File: src/rtl/lc3_pkg.sv
// Shared types and constants for the LC-3 fetch stage.
package lc3_pkg;

   localparam int unsigned XLEN    = 16;
   localparam int unsigned OPC_W   = 4;
   localparam int unsigned OFF11_W = 11;
   localparam int unsigned OFF9_W  = 9;
   localparam int unsigned OFF6_W  = 6;
   localparam int unsigned IMM5_W  = 5;

   // Field positions inside the instruction word
   localparam int unsigned OPC_MSB   = 15;
   localparam int unsigned OPC_LSB   = 12;
   localparam int unsigned OFF11_MSB = 10;
   localparam int unsigned OFF9_MSB  = 8;
   localparam int unsigned OFF6_MSB  = 5;
   localparam int unsigned IMM5_MSB  = 4;

   localparam logic [OPC_W-1:0] OP_BR   = 4'h0;
   localparam logic [OPC_W-1:0] OP_ADD  = 4'h1;
   localparam logic [OPC_W-1:0] OP_LD   = 4'h2;
   localparam logic [OPC_W-1:0] OP_ST   = 4'h3;
   localparam logic [OPC_W-1:0] OP_JSR  = 4'h4;
   localparam logic [OPC_W-1:0] OP_AND  = 4'h5;
   localparam logic [OPC_W-1:0] OP_LDR  = 4'h6;
   localparam logic [OPC_W-1:0] OP_STR  = 4'h7;
   localparam logic [OPC_W-1:0] OP_NOT  = 4'h9;
   localparam logic [OPC_W-1:0] OP_JMP  = 4'hC;
   localparam logic [OPC_W-1:0] OP_LEA  = 4'hE;
   localparam logic [OPC_W-1:0] OP_TRAP = 4'hF;

   typedef enum logic [1:0] {
      S_IDLE  = 2'd0,
      S_FETCH = 2'd1,
      S_HOLD  = 2'd2,
      S_ERR   = 2'd3
   } fetch_state_t;

endpackage

File: src/rtl/lc3_fetch_unit_if.sv
// Instruction-memory read bus plus the IR/decode handshake of the fetch stage.
interface lc3_fetch_unit_if;
   import lc3_pkg::*;

   logic [XLEN-1:0]    MEM_ADDR;
   logic               MEM_RD;
   logic               MEM_RDY;
   logic [XLEN-1:0]    MEM_DATA;
   logic               IR_VALID;
   logic               IR_ACCEPT;
   logic               BR_TAKEN;
   logic [XLEN-1:0]    BR_TARGET;
   logic [XLEN-1:0]    IR;
   logic [XLEN-1:0]    PC;
   logic [OPC_W-1:0]   OPCODE;
   logic [OFF11_W-1:0] OFF11;
   logic [OFF9_W-1:0]  OFF9;
   logic [OFF6_W-1:0]  OFF6;
   logic [IMM5_W-1:0]  IMM5;

   modport master (
      output MEM_ADDR, MEM_RD, IR_VALID, IR, PC, OPCODE, OFF11, OFF9, OFF6, IMM5,
      input  MEM_RDY, MEM_DATA, IR_ACCEPT, BR_TAKEN, BR_TARGET
   );

   modport slave (
      input  MEM_ADDR, MEM_RD, IR_VALID, IR, PC, OPCODE, OFF11, OFF9, OFF6, IMM5,
      output MEM_RDY, MEM_DATA, IR_ACCEPT, BR_TAKEN, BR_TARGET
   );

endinterface

File: src/rtl/fetch_wait_timer.sv
// Counts consecutive memory wait cycles of one fetch; flags the cycle that reaches the limit.
module fetch_wait_timer #(
   parameter int unsigned WAIT_LIMIT = 15,
   parameter int unsigned WCNT_W     = 4
) (
   input  logic Clk,
   input  logic Reset_n,
   input  logic clear,
   input  logic count_en,
   output logic expired_c
);

   logic [WCNT_W-1:0] cnt;

   // Wait counter: cleared at each fetch start, advanced on every stalled cycle
   always_ff @(posedge Clk or negedge Reset_n) begin
      if (!Reset_n)
         cnt <= '0;
      else if (clear)
         cnt <= '0;
      else if (count_en)
         cnt <= cnt + WCNT_W'(1);
   end

   // This stalled cycle is the WAIT_LIMIT-th one
   assign expired_c = count_en && (cnt == WCNT_W'(WAIT_LIMIT - 1));

endmodule

File: src/rtl/lc3_fetch_unit.sv
// LC-3 instruction fetch: PC, memory read handshake, IR latch and redirect.
module lc3_fetch_unit
   import lc3_pkg::*;
#(
   parameter logic [15:0] RESET_PC   = 16'h0000,
   parameter int unsigned WAIT_LIMIT = 15,
   parameter int unsigned WCNT_W     = 4
) (
   input  logic Clk,
   input  logic Reset_n,
   input  logic Run,
   output logic FETCH_ERR,
   lc3_fetch_unit_if.master bus
);

   fetch_state_t    state, state_nxt;
   logic [XLEN-1:0] pc;
   logic [XLEN-1:0] ir;
   logic            wt_clear;
   logic            wt_count;
   logic            wt_expired_c;

   assign wt_clear = ((state == S_IDLE) && Run) || ((state == S_HOLD) && bus.IR_ACCEPT);
   assign wt_count = (state == S_FETCH) && !bus.MEM_RDY;

   fetch_wait_timer #(
      .WAIT_LIMIT (WAIT_LIMIT),
      .WCNT_W     (WCNT_W)
   ) u_wait_timer (
      .Clk       (Clk),
      .Reset_n   (Reset_n),
      .clear     (wt_clear),
      .count_en  (wt_count),
      .expired_c (wt_expired_c)
   );

   // State register
   always_ff @(posedge Clk or negedge Reset_n) begin
      if (!Reset_n)
         state <= S_IDLE;
      else
         state <= state_nxt;
   end

   // Next-state logic; an issued fetch always completes or times out regardless of Run
   always_comb begin
      state_nxt = state;
      unique case (state)
         S_IDLE:  if (Run) state_nxt = S_FETCH;
         S_FETCH: begin
            if (bus.MEM_RDY)
               state_nxt = S_HOLD;
            else if (wt_expired_c)
               state_nxt = S_ERR;
         end
         S_HOLD:  if (bus.IR_ACCEPT) state_nxt = Run ? S_FETCH : S_IDLE;
         S_ERR:   state_nxt = S_ERR;
         default: state_nxt = S_IDLE;
      endcase
   end

   // State-decoded status outputs
   always_comb begin
      bus.MEM_RD   = 1'b0;
      bus.IR_VALID = 1'b0;
      FETCH_ERR    = 1'b0;
      unique case (state)
         S_FETCH: bus.MEM_RD   = 1'b1;
         S_HOLD:  bus.IR_VALID = 1'b1;
         S_ERR:   FETCH_ERR    = 1'b1;
         default: ;
      endcase
   end

   // PC and IR: capture on memory response, redirect on accepted taken branch
   always_ff @(posedge Clk or negedge Reset_n) begin
      if (!Reset_n) begin
         pc <= RESET_PC;
         ir <= '0;
      end else if ((state == S_FETCH) && bus.MEM_RDY) begin
         ir <= bus.MEM_DATA;
         pc <= pc + XLEN'(1);
      end else if ((state == S_HOLD) && bus.IR_ACCEPT && bus.BR_TAKEN) begin
         pc <= bus.BR_TARGET;
      end
   end

   assign bus.MEM_ADDR = pc;
   assign bus.PC       = pc;
   assign bus.IR       = ir;
   assign bus.OPCODE   = ir[OPC_MSB:OPC_LSB];
   assign bus.OFF11    = ir[OFF11_MSB:0];
   assign bus.OFF9     = ir[OFF9_MSB:0];
   assign bus.OFF6     = ir[OFF6_MSB:0];
   assign bus.IMM5     = ir[IMM5_MSB:0];

endmodule

File: src/flat_wrapper.sv
// flat-port wrapper written by rule: the top's interface ports become plain ports
module lc3_fetch_unit_flat import lc3_pkg::*;
#(
   parameter logic [15:0] RESET_PC   = 16'h0000,
   parameter int unsigned WAIT_LIMIT = 15,
   parameter int unsigned WCNT_W     = 4
)
  (Clk, Reset_n, Run, FETCH_ERR, bus_MEM_ADDR, bus_MEM_RD, bus_IR_VALID, bus_IR, bus_PC, bus_OPCODE, bus_OFF11, bus_OFF9, bus_OFF6, bus_IMM5, bus_MEM_RDY, bus_MEM_DATA, bus_IR_ACCEPT, bus_BR_TAKEN, bus_BR_TARGET);
  lc3_fetch_unit_if bus_i ();
  input  logic Clk;
  input  logic Reset_n;
  input  logic Run;
  output logic FETCH_ERR;
  output wire logic [$bits(bus_i.MEM_ADDR)-1:0] bus_MEM_ADDR;
  output wire logic [$bits(bus_i.MEM_RD)-1:0] bus_MEM_RD;
  output wire logic [$bits(bus_i.IR_VALID)-1:0] bus_IR_VALID;
  output wire logic [$bits(bus_i.IR)-1:0] bus_IR;
  output wire logic [$bits(bus_i.PC)-1:0] bus_PC;
  output wire logic [$bits(bus_i.OPCODE)-1:0] bus_OPCODE;
  output wire logic [$bits(bus_i.OFF11)-1:0] bus_OFF11;
  output wire logic [$bits(bus_i.OFF9)-1:0] bus_OFF9;
  output wire logic [$bits(bus_i.OFF6)-1:0] bus_OFF6;
  output wire logic [$bits(bus_i.IMM5)-1:0] bus_IMM5;
  input wire logic [$bits(bus_i.MEM_RDY)-1:0] bus_MEM_RDY;
  input wire logic [$bits(bus_i.MEM_DATA)-1:0] bus_MEM_DATA;
  input wire logic [$bits(bus_i.IR_ACCEPT)-1:0] bus_IR_ACCEPT;
  input wire logic [$bits(bus_i.BR_TAKEN)-1:0] bus_BR_TAKEN;
  input wire logic [$bits(bus_i.BR_TARGET)-1:0] bus_BR_TARGET;
  assign bus_MEM_ADDR = bus_i.MEM_ADDR;
  assign bus_MEM_RD = bus_i.MEM_RD;
  assign bus_IR_VALID = bus_i.IR_VALID;
  assign bus_IR = bus_i.IR;
  assign bus_PC = bus_i.PC;
  assign bus_OPCODE = bus_i.OPCODE;
  assign bus_OFF11 = bus_i.OFF11;
  assign bus_OFF9 = bus_i.OFF9;
  assign bus_OFF6 = bus_i.OFF6;
  assign bus_IMM5 = bus_i.IMM5;
  assign bus_i.MEM_RDY = bus_MEM_RDY;
  assign bus_i.MEM_DATA = bus_MEM_DATA;
  assign bus_i.IR_ACCEPT = bus_IR_ACCEPT;
  assign bus_i.BR_TAKEN = bus_BR_TAKEN;
  assign bus_i.BR_TARGET = bus_BR_TARGET;
  lc3_fetch_unit #(.RESET_PC(RESET_PC), .WAIT_LIMIT(WAIT_LIMIT), .WCNT_W(WCNT_W)) u_core (.Clk(Clk), .Reset_n(Reset_n), .Run(Run), .FETCH_ERR(FETCH_ERR), .bus(bus_i));
endmodule
File: config.mk
export PLATFORM = sky130hd
export DESIGN_NAME = lc3_fetch_unit_flat
export DESIGN_NICKNAME = d
export VERILOG_FILES = /design/src/rtl/lc3_pkg.sv /design/src/rtl/lc3_fetch_unit_if.sv /design/src/rtl/fetch_wait_timer.sv /design/src/rtl/lc3_fetch_unit.sv /design/src/flat_wrapper.sv
export SDC_FILE = /design/constraint.sdc
export NUM_CORES = 1
export LEC_CHECK = 0
export ABC_CLOCK_PERIOD_IN_PS = 1700
export BUFFER_PORTS_ARGS = -buffer_cell sky130_fd_sc_hd__buf_2
export CAP_MARGIN = 10
export CORE_MARGIN = 2
export CORE_UTILIZATION = 45
export DETAILED_ROUTE_END_ITERATION = 10
export PLACE_DENSITY = 0.82
export SYNTH_ARGS = -nofsm -noshare
export SYNTH_HDL_FRONTEND = slang
export SYNTH_SLANG_ARGS = --single-unit
File: constraint.sdc
create_clock -name Clk -period 1.7 [get_ports Clk]
set_input_delay 0.34 -clock Clk [delete_from_list [all_inputs] [get_ports Clk]]
set_output_delay 0.34 -clock Clk [all_outputs]
set_load 0.01 [all_outputs]
==> flow_summary.toml, run 1 <==
[yosys]
ys_async_sr_fraction = 1.00
synthMuxAreaShare = 0.00882
synth_ff_type = "dfrtp_1"
synth_seq_cells = 38
ys_types = 42
synth_top_family_by_area = "simple AND/OR/NAND/NOR gates"
synth-xor-area-share = 0.0116
synth_area_per_cell_um2 = 8.91
synth_top_cell_area_share = 0.419
synth_edf_count = 0
synth_warnings = 0
syn-cell-area_um2 = 2270
synth-simple-area-share = 0.230
synth_area_leaders = "dfrtp_1 42%, buf_4 17%, nand2_1 9.8%"
synth.top_cells.by_count = "59 x nand2_1, 51 x buf_4, 38 x dfrtp_1"
yosysMostFrequentCell = "nand2_1"
yosysTopAreaCell = "dfrtp_1"
yosysSeqAreaShare = 0.419
synth_compound_area_frac = 0.111
synth_fa_ha_area_frac = 0.0165
synth.net_count = 296
synthCells = 255

[outcome]
status = "finished clean"

[layout]
final_area_um2 = 2810
instances_no_fill = 411
area_growth_pct = 23.7
antenna_cells = 0
final_layout_size_suffix_gt1_frac = 0.465
final_util = 0.587
nets = 384

[route]
drt_pass1_iterations = 4
drc = 0
wirelength_um = 5470
vias = 2024
drt_iter0_drc = 66
viasPerCell = 4.92
routedWlPerCell_um = 13.3
antenna_left = 0

[critical_path]
cp.required_ps = 1890
crit_slowest_cell = "nor4_4"
cpPeakStageDelay_ps = 420
crit_path_start = "u_core.bus.MEM_ADDR[1]$_DFFE_PN0P_"
crit_path_end_kind = "flop"
cp_data_arrival_time_ps = 1800
r2r-start = "u_core.bus.MEM_ADDR[1]$_DFFE_PN0P_"
crit_chain = "ha_2, nand2_2, nor4_4, a211oi_1, a311oi_1"
startpoint_type = "flop"
path_class = "reg -> reg"
cp_max_fo = 6
cpLargestDelayFamily = "simple AND/OR/NAND/NOR gates"
critPathBufInv = 0

[die]
coreArea_um2 = 4790
start_util = 0.475
die_area_um2 = 5630
fp.dieH_um = 75.0
io_pins = 124
fp.dieW_um = 75.0
floorplan.rows = 25

[grt]
grt_first_pass_wirelength_um = 8260
grt_overflow = 0
antenna_found_initial = 0
grt_max_degree = 21
first_global_vias = 1821
grtUsageTotal = 0.192

[timing]
min_period_ps = 1610
tightest_slew_ps = 485
setup_viol = 0
finalSetupTns_ps = 0
fmax_mhz = 620
setup_ws_ps = 88.2
drv_slew = 0
grt_setup_unrepaired = "false"
slew_headroom = 0.677
fin_skew_ps = 8.50
period_share = 0.948
hold_violations = 0

[power]
ir_drop_mv = 0.806
p_per_area_nw_per_um2 = 1830
leakagePower_uw = 0.00157

[clocking]
clk_path_buf_depth = 2
cts_buffers = 5
clock_latency_ps = 290
clock_sinks = 38
clockRootBuffer = "clkbuf_8"
cts_max_level = 2
cts_tree = "done"
clk_pin_slew_worst_paths_ps = 70
hold_buffers = 0

[placement]
port_buffers = 123
hpwl_um = 4180
placed_cells = 399
gp_congestion = 0.790
place_area_um2 = 2670
pre_cts_ws_ps = 153

[min_path]
min_path_type = "in -> async"

[job]
drv_cap = 0
final cells by class:
cell class	instances	area (um^2)
Multi-Input combinational cell	149	865
Sequential cell	38	952
Timing Repair Buffer	143	778
Clock buffer	5	68.8
Fill cell	433	1980
Tap cell	67	83.8
Clock inverter	3	40.0
Inverter	6	22.5
power breakdown:
part           internal, uW  total (uW)  switching, uW
registers              1300        1720            416
logic                  1170        2680           1500
clock network           432         756            324
total                  2910        5150           2240
per-stage QoR:
stage	power, uW	hold slack, ps
after global placement	4310	320
after detailed placement	4380	331
after floorplan	3820	44.4
after global routing	5590	25.5
final	5150	1.18
after CTS	5150	15.9
registers in the layout (all words and copies together) (netlist names):
name                     count
u_core.bus.IR               16
u_core.bus.MEM_ADDR         16
u_core.u_wait_timer.cnt      4
u_core.state                 2
cells in the final DEF (no fill, tap or decap), types with 2 or more instances in the layout:
| master | instances |
|---|---|
| a31oi_1 | 3 |
| clkbuf_8 | 5 |
| a211oi_1 | 7 |
| and3_1 | 4 |
| inv_1 | 6 |
| nor2_1 | 20 |
| o311ai_0 | 3 |
| buf_4 | 19 |
| nand3_1 | 2 |
| ha_1 | 2 |
| xor2_1 | 2 |
| mux2i_1 | 2 |
| a21oi_1 | 6 |
| o21ai_0 | 3 |
| nor4_4 | 2 |
| nand3_2 | 2 |
| nand2_1 | 58 |
| a221o_1 | 2 |
| nand4_1 | 4 |
| nor3_1 | 3 |
| a311oi_1 | 4 |
| buf_2 | 123 |
| clkinv_2 | 2 |
| dfrtp_1 | 37 |
final timing paths:
check	end	depth (start not counted)	slack [ps]
setup / recovery	u_core.bus.MEM_ADDR[10]$_DFFE_PN0P_	5	90
hold / removal	u_core.u_wait_timer.cnt[1]$_DFFE_PN0P_	1	1
setup reg to reg	u_core.bus.MEM_ADDR[10]$_DFFE_PN0P_	5	90
hold reg to reg	u_core.bus.IR[11]$_DFFE_PN0P_	2	480
max in group asynchronous	u_core.state[0]$_DFFE_PN0P_	2	1210
min in group Clk	u_core.bus.IR[14]$_DFFE_PN0P_	3	230
logic make-up (layout without fill, tap and decap cells):
| family | count (synthesis) | count (layout) |
|---|---|---|
| adders and majority gates | 3 | 3 |
| xor gates and xnor gates | 3 | 3 |
| DFF | 38 | 38 |
| muxes | 2 | 2 |
| and+or+nand+nor | 106 | 106 |
| buffers and inverters | 68 | 157 |
| AOI/OAI and AO/OA | 35 | 35 |
layer usage:
| metal | vias up | GRT usage | share of wire |
|---|---|---|---|
| met5 | - | 0 | 0 |
| li1 | 996 | - | - |
| met2 | 84 | 0.327 | 0.48 |
| met1 | 938 | 0.245 | 0.44 |
| met4 | 0 | 0.0496 | 0.0069 |
| met3 | 6 | 0.0469 | 0.071 |
repair_timing:
item	CTS	global route
endpoints found under the setup margin	0	3
gates resized for setup	0	3
setup buffers	0	4
No activity file was read; power rests on OpenSTA's default activity.
==> run 2: changes to the inputs <==
- REMOVE_ABC_BUFFERS: not set -> 1
- SLEW_MARGIN: not set -> 25
==> run 2 against run 1 <==
  * First-iteration DRC count up 23%
  * Flip-flop and latch count did not move
  * Worst setup slack worse by 8.5 ps
  * Critical endpoint is now u_core.bus.MEM_ADDR[11]$_DFFE_PN0P_
  * Largest power group unchanged
==> flow_summary.toml, run 2 (synthesis gave the netlist of run 1 again) <==
[timing]
fin_skew_ps = 6.13
period_share = 0.953
holdWs_ps = 7.90
tightest_slew_ps = 495
fmax_mhz = 617
drv_slew = 0
slew_headroom = 0.670
min_period_ps = 1620
setup_viol = 0
hold_violations = 0

[placement]
port_buffers = 123
hpwl_um = 4210
gp_congestion = 0.835
placed_cells = 397

[die]
fp.dieW_um = 75.0
fp.dieH_um = 75.0
die_area_um2 = 5630
floorplan.rows = 25
io_pins = 124
coreArea_um2 = 4790
start_util = 0.475

[route]
vias = 2021
drt_iter0_drc = 81
wirelength_um = 5450
viasPerCell = 4.94
antenna_left = 0
routedWlPerCell_um = 13.3
drc = 0
drt_pass1_iterations = 4

[grt]
grt_max_degree = 22
grt_overflow = 0
grtUsageTotal = 0.196
first_global_vias = 1801
antenna_found_initial = 0
grt_first_pass_wirelength_um = 8290

[clocking]
clockRootBuffer = "clkbuf_8"
cts_buffers = 5
clock_sinks = 38
clk_path_buf_depth = 2
clock_latency_ps = 290
cts_tree = "done"
cts_max_level = 2
hold_buffers = 0
clk_pin_slew_worst_paths_ps = 80

[power]
clockPowerShare = 0.129
power.switching_uw = 2230
combPwrFrac = 0.528
p_total_uw = 5020
ir_drop_mv = 1.03
seqPwrFrac = 0.343
p_per_area_nw_per_um2 = 1800
leakagePower_uw = 0.00154
p_int_uw = 2790
swShare = 0.444

[outcome]
status = "finished clean"

[layout]
final_cell_mix = "123 x buf_2, 58 x nand2_1, 37 x dfrtp_1"
nets = 382
final_layout_size_suffix_gt1_frac = 0.462
area_growth_pct = 22.9
instances_no_fill = 409
antenna_cells = 0
fillers = 450
final_common_cell = "buf_2"

[critical_path]
cp.required_ps = 1890
critPathBufInv = 0
r2r-start = "u_core.bus.MEM_ADDR[1]$_DFFE_PN0P_"
crit_chain = "nand3_1, nor4_4, a311oi_1, a211oi_1"
timing.rr.end = "u_core.bus.MEM_ADDR[11]$_DFFE_PN0P_"
r2r_cells = 4
crit_slowest_cell = "nor4_4"
reg2reg_slack_ps = 80
crit_path_end_kind = "flop"
cpPeakStageDelay_ps = 480
cp_data_arrival_time_ps = 1810
cpLargestDelayFamily = "simple AND/OR/NAND/NOR gates"
cp_max_fo = 6
path_class = "reg -> reg"
startpoint_type = "flop"

[job]
drv_cap = 0

[min_path]
min_path_type = "in -> async"
run 2: cell count changes in the layout (fill, tap and decap cells not counted), sizes merged:
cell      delta
clkbuf       +1
bufinv       -1
clkinv       -1
buf          -2
clkinvlp     +1
run 2: how the worst max path moves through the flow:
stage / start / end / slack (ps) / cells after the start
2_1_floorplan: u_core.state[1]$_DFFE_PN0P_ / u_core.bus.MEM_ADDR[11]$_DFFE_PN0P_ / 70 / 4
3_3_place_gp: u_core.state[0]$_DFFE_PN0P_ / u_core.bus.MEM_ADDR[12]$_DFFE_PN0P_ / 150 / 4
3_5_place_dp: u_core.state[0]$_DFFE_PN0P_ / u_core.bus.MEM_ADDR[11]$_DFFE_PN0P_ / 60 / 4
4_1_cts: u_core.state[0]$_DFFE_PN0P_ / u_core.bus.MEM_ADDR[11]$_DFFE_PN0P_ / 50 / 4
5_1_grt: u_core.bus.MEM_ADDR[1]$_DFFE_PN0P_ / u_core.bus.MEM_ADDR[10]$_DFFE_PN0P_ / -30 / 5
6_report: u_core.bus.MEM_ADDR[1]$_DFFE_PN0P_ / u_core.bus.MEM_ADDR[11]$_DFFE_PN0P_ / 80 / 4
run 2: worst reg2reg max path, stage by stage (launching register included):
cell      delay (ps)
dfrtp_1          450
nand3_1          220
nor4_4           480
a311oi_1         150
a211oi_1         230
run 2: metal layers:
layer,share of wire,vias to the layer above,global-route usage
met1,0.40,948,0.236
li1,-,988,-
met3,0.071,2,0.0495
met4,0.0055,0,0.0655
met5,0,-,0
met2,0.52,83,0.340
run 2: through the flow:
stage               instance area [um^2]  TNS [ps]   util  worst slack [ps]
finish                              2790         0  0.583              79.7
global placement                    2650         0  0.554               154
detailed placement                  2650         0  0.554              59.3
global route                        2790     -63.1  0.583             -26.1
CTS                                 2750         0  0.574              54.3
floorplan                           1830         0      -              69.7
run 2: repair_timing:
action                                  in CTS  in global routing
endpoints found under the setup margin       0                  4
setup buffers                                0                  4
gates resized for setup                      0                  4
run 2: power groups by stage:
stage	Clock (uW)	Sequential [uW]	Combinational, uW
after global routing	702	1800	2960
after detailed placement	0	1720	2640
final	645	1720	2650
after global placement	0	1700	2590
after CTS	661	1720	2650
after floorplan	0	2230	775
run 2: area by class of cell:
cell class,instances,area (um^2),share of cell area
flip-flops and latches,38,952,0.341
multi-input cells,149,875,0.313
repair buffers,141,763,0.273
well taps,67,83.8,0.0300
clock buffers,6,82.6,0.0296
inverters,6,22.5,0.00807
clock inverters,2,12.5,0.00448
==> run 3: changes to the inputs <==
- GPL_TIMING_DRIVEN: not set -> 0
==> run 3 against run 2 <==
  * Fmax shrank 1.0%
  * Routed wire length down 1.7%
  * Sequential power increased by 5%
  * Hold slack improved by 140 ps
  * Critical path depth up 1
  * Cell count is 2.2% lower
  * Final area shrank 2.5%
  * Power decreased by 2.4%
  * Die area is the same
  * Worst setup slack got worse by 17 ps
  * Via count down 3.0%
  * Largest cell class unchanged
  * Largest power group unchanged
==> flow_summary.toml, run 3 (synthesis gave the netlist of run 1 again) <==
[clocking]
clock_sinks = 38
cts_tree = "done"
clock_latency_ps = 290
cts_max_level = 2
clk_pin_slew_worst_paths_ps = 70
hold_buffers = 0
clk_path_buf_depth = 2
clockRootBuffer = "clkbuf_8"
cts_buffers = 5

[grt]
grt_first_pass_wirelength_um = 7960
first_global_vias = 1710
antenna_found_initial = 0
grt_max_degree = 39
grt_overflow = 0
grtUsageTotal = 0.189

[placement]
place_area_um2 = 2530
hpwl_um = 3540
gp_congestion = 0.770
port_buffers = 123

[die]
floorplan.rows = 25
coreArea_um2 = 4790
die_area_um2 = 5630
start_util = 0.475
fp.dieH_um = 75.0
fp.dieW_um = 75.0
io_pins = 124

[layout]
final_area_um2 = 2720
antenna_cells = 0
final_common_cell = "buf_2"
area_growth_pct = 19.9
final_layout_size_suffix_gt1_frac = 0.465
fillers = 461
nets = 375
final_cell_mix = "123 x buf_2, 58 x nand2_1, 33 x dfrtp_1"

[critical_path]
startpoint_type = "flop"
cp_data_arrival_time_ps = 1830
path_class = "reg -> reg"
crit_path_end_kind = "flop"
cp.required_ps = 1890
cp_max_fo = 6

[power]
leakagePower_uw = 0.00150
p_per_area_nw_per_um2 = 1800
ir_drop_mv = 0.937

[timing]
fin_skew_ps = 5.84
fmax_mhz = 611
setup_viol = 0
finalSetupTns_ps = 0
period_share = 0.963
drv_slew = 0
hold_violations = 0
slew_headroom = 0.443
min_period_ps = 1640
tightest_slew_ps = 836

[route]
vias = 1961
viasPerCell = 4.90
wirelength_um = 5350
drc = 0
drt_pass1_iterations = 6
drt_iter0_drc = 49
routedWlPerCell_um = 13.4
antenna_left = 0

[job]
drv_cap = 0

[outcome]
status = "finished clean"

[min_path]
min_path_type = "in -> async"
## run 3: what timing repair did
action | in CTS | in global routing
setup endpoints to repair | 15 | 11
pin swaps | 2 | 2
cloned | 1 | 0
buffers inserted | 6 | 4
gates resized for setup | 3 | 7
## run 3: layer usage
layer	part of all wire	vias to the layer above	global-route usage
met4	0.0069	0	0.0536
met5	0	-	0
met2	0.51	78	0.327
met3	0.061	4	0.0495
met1	0.42	903	0.232
li1	-	976	-
## run 3: critical path, cell delays in order, from the launching register on
cell and delay, ps:
dfrtp_2 450, nand3b_4 220, nor4_4 420, buf_4 190, a211oi_1 60, a311oi_1 200
## run 3: area by class of cell
type,count,area [um^2],area share
Inverter,6,22.5,0.00827
Multi-Input combinational cell,150,888,0.326
Sequential cell,38,957,0.352
Timing Repair Buffer,133,688,0.253
Tap cell,67,83.8,0.0308
Clock buffer,6,82.6,0.0303
## run 3: report_power, final
part / leakage, uW / switching [uW] / internal [uW]
combinational: 0.000995 / 1390 / 1080
sequential: 0.000457 / 501 / 1310
clock: 0.0000431 / 304 / 313
## run 3: worst paths after layout
path | startpoint | endpoint | slack (ps) | cells after the start
worst max-delay path | u_core.state[1]$_DFFE_PN0P_ | u_core.bus.MEM_ADDR[10]$_DFFE_PN0P_ | 60 | 5
worst min-delay path | Reset_n | u_core.bus.MEM_ADDR[13]$_DFFE_PN0P_ | 150 | 1
worst max register to register | u_core.state[1]$_DFFE_PN0P_ | u_core.bus.MEM_ADDR[10]$_DFFE_PN0P_ | 60 | 5
worst min register to register | u_core.bus.IR[11]$_DFFE_PN0P_ | u_core.bus.IR[11]$_DFFE_PN0P_ | 490 | 2
max in group asynchronous | Reset_n | u_core.bus.MEM_ADDR[0]$_DFFE_PN0P_ | 970 | 1
min in group Clk | bus_MEM_DATA[6] | u_core.bus.IR[6]$_DFFE_PN0P_ | 240 | 3
## run 3: per-stage QoR
| stage | utilization | total power (uW) | hold slack [ps] | instances | worst slack, ps |
|---|---|---|---|---|---|
| final | 0.569 | 4900 | 153 | 400 | 62.5 |
| after global routing | 0.569 | 5330 | 225 | 400 | -11.3 |
| after CTS | 0.559 | 4860 | 186 | 396 | 4.34 |
| after detailed placement | 0.529 | 4180 | 478 | 383 | -270 |
| after global placement | 0.529 | 4120 | 460 | 383 | -261 |
| after floorplan | - | 3000 | 44.4 | 193 | 69.7 |
